`config.mk`:
```
export PLATFORM = sky130hd
export DESIGN_NAME = match_index_streamer
export DESIGN_NICKNAME = d
export VERILOG_FILES = /design/src/rtl/match_index_streamer.sv
export SDC_FILE = /design/constraint.sdc
export NUM_CORES = 1
export LEC_CHECK = 0
export CELL_PAD_IN_SITES_DETAIL_PLACEMENT = 1
export CELL_PAD_IN_SITES_GLOBAL_PLACEMENT = 2
export CORE_ASPECT_RATIO = 0.5
export CORE_MARGIN = 5
export CORE_UTILIZATION = 32
export CTS_CLUSTER_DIAMETER = 60
export DETAILED_ROUTE_END_ITERATION = 16
export PLACE_DENSITY_LB_ADDON = 0.1
export SKIP_LAST_GASP = 1
export SLEW_MARGIN = 0
export SYNTH_ARGS = -nofsm -noshare
export SYNTH_HDL_FRONTEND = slang
export SYNTH_SLANG_ARGS = --single-unit
```
`constraint.sdc`:
```
create_clock -name clk -period 4.9 [get_ports clk]
set_input_delay 1.47 -clock clk [delete_from_list [all_inputs] [get_ports clk]]
set_output_delay 1.47 -clock clk [all_outputs]
set_load 0.01 [all_outputs]
```
`src/rtl/match_index_streamer.sv`:
```
// Streams the ascending indices of the set bits in a match vector over valid/ready,
// then pulses frame_done and latches the frame's match count.
module match_index_streamer #(
    parameter int VEC_W = 14,
    parameter int IDX_W = 4,
    parameter int CNT_W = 5
) (
    input  logic             clk,
    input  logic             reset,
    input  logic             vec_valid,
    output logic             vec_ready,
    input  logic [VEC_W-1:0] match_vec,
    output logic             idx_valid,
    input  logic             idx_ready,
    output logic [IDX_W-1:0] idx_data,
    output logic             idx_last,
    output logic             frame_done,
    output logic [CNT_W-1:0] match_count
);

    typedef enum logic [1:0] {IDLE, EMIT, DONE} state_t;

    state_t           state_reg, state_next;
    logic [VEC_W-1:0] pending_reg, pending_next;
    logic [CNT_W-1:0] count_reg, count_next;
    logic [CNT_W-1:0] match_count_reg, match_count_next;

    logic [VEC_W-1:0] low_onehot;
    logic [IDX_W-1:0] idx_term [VEC_W];
    logic [IDX_W-1:0] low_index;
    logic             single_bit;

    // Isolate the lowest set bit; its position is the index currently offered.
    assign low_onehot = pending_reg & (~pending_reg + VEC_W'(1));

    generate
        for (genvar gi = 0; gi < VEC_W; gi++) begin : g_idx_term
            assign idx_term[gi] = low_onehot[gi] ? IDX_W'(gi) : '0;
        end
    endgenerate

    always_comb begin
        low_index = '0;
        for (int i = 0; i < VEC_W; i++) begin
            low_index = low_index | idx_term[i];
        end
    end

    assign single_bit = (pending_reg != '0) && ((pending_reg & ~low_onehot) == '0);

    always_ff @(posedge clk or posedge reset) begin
        if (reset) begin
            state_reg       <= IDLE;
            pending_reg     <= '0;
            count_reg       <= '0;
            match_count_reg <= '0;
        end else begin
            state_reg       <= state_next;
            pending_reg     <= pending_next;
            count_reg       <= count_next;
            match_count_reg <= match_count_next;
        end
    end

    always_comb begin
        state_next       = state_reg;
        pending_next     = pending_reg;
        count_next       = count_reg;
        match_count_next = match_count_reg;
        case (state_reg)
            IDLE: begin
                if (vec_valid) begin
                    pending_next = match_vec;
                    count_next   = '0;
                    state_next   = (match_vec != '0) ? EMIT : DONE;
                end
            end
            EMIT: begin
                if (idx_ready) begin
                    pending_next = pending_reg & ~low_onehot;
                    count_next   = count_reg + CNT_W'(1);
                    if (single_bit) begin
                        state_next = DONE;
                    end
                end
            end
            DONE: begin
                match_count_next = count_reg;
                state_next       = IDLE;
            end
            default: state_next = IDLE;
        endcase
    end

    // Pending is empty outside EMIT, so idx_data naturally reads 0 there.
    assign vec_ready   = (state_reg == IDLE);
    assign idx_valid   = (state_reg == EMIT);
    assign idx_data    = low_index;
    assign idx_last    = (state_reg == EMIT) && single_bit;
    assign frame_done  = (state_reg == DONE);
    assign match_count = match_count_reg;

endmodule

```
## Word-level counts from Yosys, hierarchy flattened

Cells that the tools add are included.

| word-level totals | value |
|---|---|
| output and inout bits | 13 |
| flip-flop bits (word level) | 26 |

| cells by class | value |
|---|---|
| add/sub/neg operators | 2 |
| muxes and demuxes | 24 |
| equal/unequal tests | 5 |
| bitwise logic cells | 16 |
| reduce and logical (&&, ||, !) cells | 9 |

Operators by type and width:

| kind | count |
|---|---|
| 14-bit AND | 2 |
| 14-bit 2-to-1 mux | 2 |
| 14-bit inverter | 2 |
| 14-bit one-hot mux with 2 select lines | 1 |
| 14-bit nonzero test | 2 |
| 4-bit 2-to-1 mux | 6 |
| 4-bit OR | 5 |
| 14-bit by 1-bit adder with 14-bit output, second input constant | 1 |
| 14-bit zero test | 1 |
| 2-bit 2-to-1 mux | 6 |
| 3-bit 2-to-1 mux | 4 |
| 5-bit 2-to-1 mux | 2 |
| 5-bit one-hot mux with 2 select lines | 1 |
| 3-bit OR | 3 |
| 3-bit AND reduction | 2 |
| 5-bit by 1-bit adder with 5-bit output, second input constant | 1 |
| 2-bit by 1-bit != test with 1-bit output, second input constant | 2 |
| 3-bit by 4-bit OR with 4-bit output | 1 |
| 2-bit one-hot mux with 2 select lines | 1 |
| 2-bit by 3-bit OR with 3-bit output | 1 |
| 2-bit by 1-bit equality test with 1-bit output, second input constant | 1 |
| 2-bit equality test, second input constant | 1 |
| 1-bit logical AND | 2 |
| 2-bit zero test | 1 |
| other kinds (5) | 5 |

## Depth between registers and ports, before layout

| depth | value |
|---|---|
| depth in word-level cells | 16 |
| gate-level depth with buffers | 7 |

## Worst setup path before layout

Ideal clock, no wire load.

| timing | value |
|---|---|
| path type | register to output |
| from | register pending_reg[3] |
| to | output port idx_last |
| data arrival time | 1885 ps |
| setup slack | 1545 ps |
| cell stages (with the launch flop) | 8 |
| required time | 3430 ps |
| cells stage by stage | dfrtp_1 -> buf_6 -> or4_1 -> buf_2 -> or3_1 -> a21oi_1 -> nand4_1 -> nor2_1 |

| between the ends | value |
|---|---|
| cells in the longest elaborated chain, start to end | 8 |
| elaborated cells between the ends (all ways) | 9 |
| classes of those cells | add/sub (1); bitwise (4); reduce/logical (4) |

Ends and longest elaborated chain:

| what | RTL line | RTL |
|---|---|---|
| start: declaration | 24 | `logic [VEC_W-1:0] pending_reg, pending_next;` |
| start signal: assignment | 59 | `pending_reg <= pending_next;` |
| 14-bit inverter | 34 | `assign low_onehot = pending_reg & (~pending_reg + VEC_W'(1));` |
| 14-bit by 1-bit adder with 14-bit output | 34 |  |
| 14-bit AND | 34 |  |
| 14-bit inverter | 49 | `assign single_bit = (pending_reg != '0) && ((pending_reg & ~low_onehot) == '0);` |
| 14-bit AND | 49 |  |
| 14-bit zero test | 49 |  |
| 1-bit logical AND * | 49 |  |
| 1-bit logical AND * | 99 | `assign idx_last = (state_reg == EMIT) && single_bit;` |
| end: declaration | 16 | `output logic idx_last,` |

Every way passes the cells marked *; elsewhere a longest branch is shown, timed or not.

## Final worst setup path

| timing | value |
|---|---|
| from | register pending_reg[2] |
| to | output port idx_last |

Same word-level chain as after synthesis.

==> results.sh <==
export IMPL_outcome="finished clean"
export IMPL_cts_made_buffers=3
export IMPL_basic_gate_share_of_the_synthesized_area_counting_and_or_nand_and_nor_cells_pct=23.08
export IMPL_finalPower_w=0.001339
export IMPL_worstPathBufferInverterCount=1
export IMPL_routabilityCongestion=0.7649
export IMPL_max_clock_freq_ghz=0.2331
export IMPL_worst_path_largest_cell_delay_ns=0.65
export IMPL_dr_first_iter_drc_count=50
export IMPL_grt_max_degree=27
export IMPL_h_tree_lvl_count=1
export IMPL_antenna_left=0
export IMPL_postRouteWirelength_mm=4.661
export IMPL_synth_adder_area_share_pct=1.500
export IMPL_path_max_fanout=7
export IMPL_worst_path_dominant_cell_family="simple AND/OR/NAND/NOR gates"
export IMPL_post_cts_repair_setup_buffers=0
export IMPL_clock_power_share_pct=13.9
export IMPL_die_area_sq_um=6245
export IMPL_relSlewSlack_pct=28.65
export IMPL_rsz0062_at_grt="false"
export IMPL_p_comb_share_pct=54.4
export IMPL_n_antenna_cell=0
export IMPL_synthMuxAreaShare_pct=3.750
export IMPL_nNetsFinal=218
export IMPL_final_critical_path_setup_slack_ns=0.6091
export IMPL_die_h_microns=58.44
export IMPL_leakagePower_nw=0.8077
export IMPL_register_bit_total_from_synthesis=26
export IMPL_first_global_vias=1566
export IMPL_timing_setup_critical_path_class="flip-flop to output pin"
export IMPL_worst_setup_hold_path_clk_slew_ns=0.10
export IMPL_synth_warning_count=0
export IMPL_track_usage_pct=15.75
export IMPL_worstPathRequired_ns=3.43
export IMPL_power_share_sequential_pct=31.7
export IMPL_drc=0
export IMPL_die_width_microns=106.9
export IMPL_finalHoldViolations=0
export IMPL_synth_nets=191
export IMPL_final_hpwl_dp_mm=3.501
export IMPL_fillers=516
export IMPL_synth_seq_area_share_pct=43.33
export IMPL_synth_distinct_cells=43
export IMPL_cell_type_with_the_largest_total_area_after_synthesis="sky130_fd_sc_hd__dfrtp_1"
export IMPL_skew_ns=0.009588
export IMPL_numPortBuffers=30
export IMPL_synthesis_area_per_instance_sq_um=8.729
export IMPL_power_switching_fraction_pct=43.27
export IMPL_post_synth_edffs=0
export IMPL_grt_antenna_before_repair=0
export IMPL_timing_max_cap_violations=0
export IMPL_hold_class="flip-flop to flip-flop"
export IMPL_r2r_start="state_reg[0]$_DFFE_PP0P_"
export IMPL_floorplan_rows=17
export IMPL_power_dissipated_by_switching_net_loads_w=0.0005796
export IMPL_gate_count_post_synth=172
export IMPL_biggest_area_contributors_in_the_synthesized_netlist="sky130_fd_sc_hd__dfrtp_1 43%, sky130_fd_sc_hd__nor2_1 6.3%, sky130_fd_sc_hd__o21ai_0 5.7%"
export IMPL_areaGrowthSynthToFinish_pct=26.67
export IMPL_gr_total_overflow=0
export IMPL_timing_final_max_slew_violations=0
export IMPL_ctsHoldBuffers=0
export IMPL_cts_path_max_buffers=2
export IMPL_tritoncts_clock_tree="yes"
export IMPL_synth_main_ff_cell="sky130_fd_sc_hd__dfrtp_1"
export IMPL_timing_critical_path_slowest_stage_cell="sky130_fd_sc_hd__or4_1"
export IMPL_wire_length_per_cell_microns=18.28
export IMPL_synth_xor_xnor_area_share_pct=1.750
export IMPL_post_cts_resized=0
export IMPL_clk_root_buffer_cell="sky130_fd_sc_hd__clkbuf_8"
export IMPL_vias=1397
export IMPL_crit_start="pending_reg[2]$_DFFE_PP0P_"
export IMPL_layout_core_utilization_pct=42.58
export IMPL_cp_cell_sequence="or4_1 -> or3_1 -> a21oi_1 -> nand4_1 -> nor2_1 -> clkdlybuf4s50_1"
export IMPL_combinational_family_with_the_most_area_after_synthesis="simple AND/OR/NAND/NOR gates"
export IMPL_tritoncts_num_sinks=26
export IMPL_setup_viol=0
export IMPL_internal_power_w=0.0007598
export IMPL_fin_crit_sh_pct=87.57
export IMPL_layout_cell_share_with_drive_strength_beyond_1_pct=9.596
export IMPL_initial_core_util_pct=33.61
export IMPL_post_synth_most_frequent_cells="26 x sky130_fd_sc_hd__dfrtp_1, 25 x sky130_fd_sc_hd__nor2_1, 22 x sky130_fd_sc_hd__nand2_1"
export IMPL_synth_compound_area_share_pct=21.25
export IMPL_whs_ns=0.5200
export IMPL_cp_start_kind="flip-flop"
export IMPL_synthDominantCellAreaShare_pct=43.33
export IMPL_hold_start="match_count[3]$_DFFE_PP0P_"
export IMPL_worst_slew_pin_slew_ns=1.069
export IMPL_largest_register_ffs=14
export IMPL_setup_worst_path_end_class="output pin"
export IMPL_vdd_ir_drop_max_uv=232.9
export IMPL_synth_area_sq_um=1501
export IMPL_period_minus_slack_ns=4.291
export IMPL_drt_pre_antenna_iters=4
export IMPL_async_reset_ff_share_pct=100.0
export IMPL_grt_pass1_wl_mm=7.769
export IMPL_worst_case_setup_slack_after_placement_ns=0.9104
export IMPL_arrival_ns=2.82
export IMPL_core_area_sq_um=4467
export IMPL_ios=31
export IMPL_total_power_density_per_cell_area_nw_per_um2=704.3
export IMPL_synth_most_common_cell="sky130_fd_sc_hd__dfrtp_1"
export IMPL_totalNegativeSetupSlack_ns=0
export IMPL_insertion_delay_ns=0.28
export IMPL_detail_route_vias_per_cell=5.478
-- metrics by stage --
stage               cells  cell area [sq um]
floorplan             172               1501
global placement      251               1831
detailed placement    251               1831
CTS                   255               1902
global route          255               1902
finish                255               1902
-- metal layers --
layer / up-vias / track usage (%) / wire length, microns
li1: 672 / - / -
met1: 694 / 19.85 / 2231
met2: 26 / 27.91 / 2174
met3: 5 / 3.834 / 220
met4: 0 / 3.279 / 36
met5: - / 0 / 0
-- final cells by class --
cell class / instances / area (sq um) / area share (%)
Clock inverter: 1 / 30.03 / 1.579
Clock buffer: 3 / 41.29 / 2.171
Sequential cell: 26 / 650.6 / 34.21
Timing Repair Buffer: 33 / 322.8 / 16.97
Inverter: 4 / 15.01 / 0.7895
Tap cell: 57 / 71.32 / 3.750
Multi-Input combinational cell: 131 / 770.7 / 40.53
-- final timing paths --
path / end / slack, ns / cells after the start
setup / recovery: idx_last / 0.61 / 6
hold / removal: match_count[3]$_DFFE_PP0P_ / 0.52 / 1
setup reg to reg: pending_reg[7]$_DFFE_PP0P_ / 2.66 / 5
hold reg to reg: match_count[3]$_DFFE_PP0P_ / 0.52 / 1
max in group asynchronous: pending_reg[2]$_DFFE_PP0P_ / 2.51 / 2
min in group asynchronous: pending_reg[5]$_DFFE_PP0P_ / 1.75 / 2
-- power by group through the flow --
stage | clock network (W) | registers (W) | logic (W)
global placement | 0 | 0.000420 | 0.000729
global route | 0.000200 | 0.000440 | 0.000817
detailed placement | 0 | 0.000428 | 0.000736
finish | 0.000187 | 0.000424 | 0.000728
CTS | 0.000192 | 0.000425 | 0.000740
floorplan | 0 | 0.000370 | 0.000480
-- cells in the final DEF, fill, tap and decap left out, types with 2 or more instances in the layout --
cell type / n
sky130_fd_sc_hd__nand2_1: 22
sky130_fd_sc_hd__xor2_1: 3
sky130_fd_sc_hd__o211ai_1: 2
sky130_fd_sc_hd__a21oi_1: 9
sky130_fd_sc_hd__o31ai_1: 2
sky130_fd_sc_hd__nand3_1: 2
sky130_fd_sc_hd__nand4_1: 4
sky130_fd_sc_hd__o21ai_0: 17
sky130_fd_sc_hd__nor2_1: 25
sky130_fd_sc_hd__buf_4: 3
sky130_fd_sc_hd__dfrtp_1: 26
sky130_fd_sc_hd__a31oi_1: 2
sky130_fd_sc_hd__o22ai_1: 2
sky130_fd_sc_hd__a22o_1: 7
sky130_fd_sc_hd__clkdlybuf4s50_1: 30
sky130_fd_sc_hd__mux2_2: 5
sky130_fd_sc_hd__inv_1: 4
sky130_fd_sc_hd__nor4_2: 2
sky130_fd_sc_hd__clkbuf_8: 3
sky130_fd_sc_hd__nor4_1: 5
sky130_fd_sc_hd__nor3_1: 3
-- kinds of logic (layout without fill, tap and decap cells) --
logic type,after synthesis,after routing
simple gates,72,72
compound gates,49,49
flops,26,26
buf+inv,15,41
mux,5,5
xor+xnor,3,3
fa+ha+maj,2,2
Note: power is estimated with default switching activity, not from simulation.
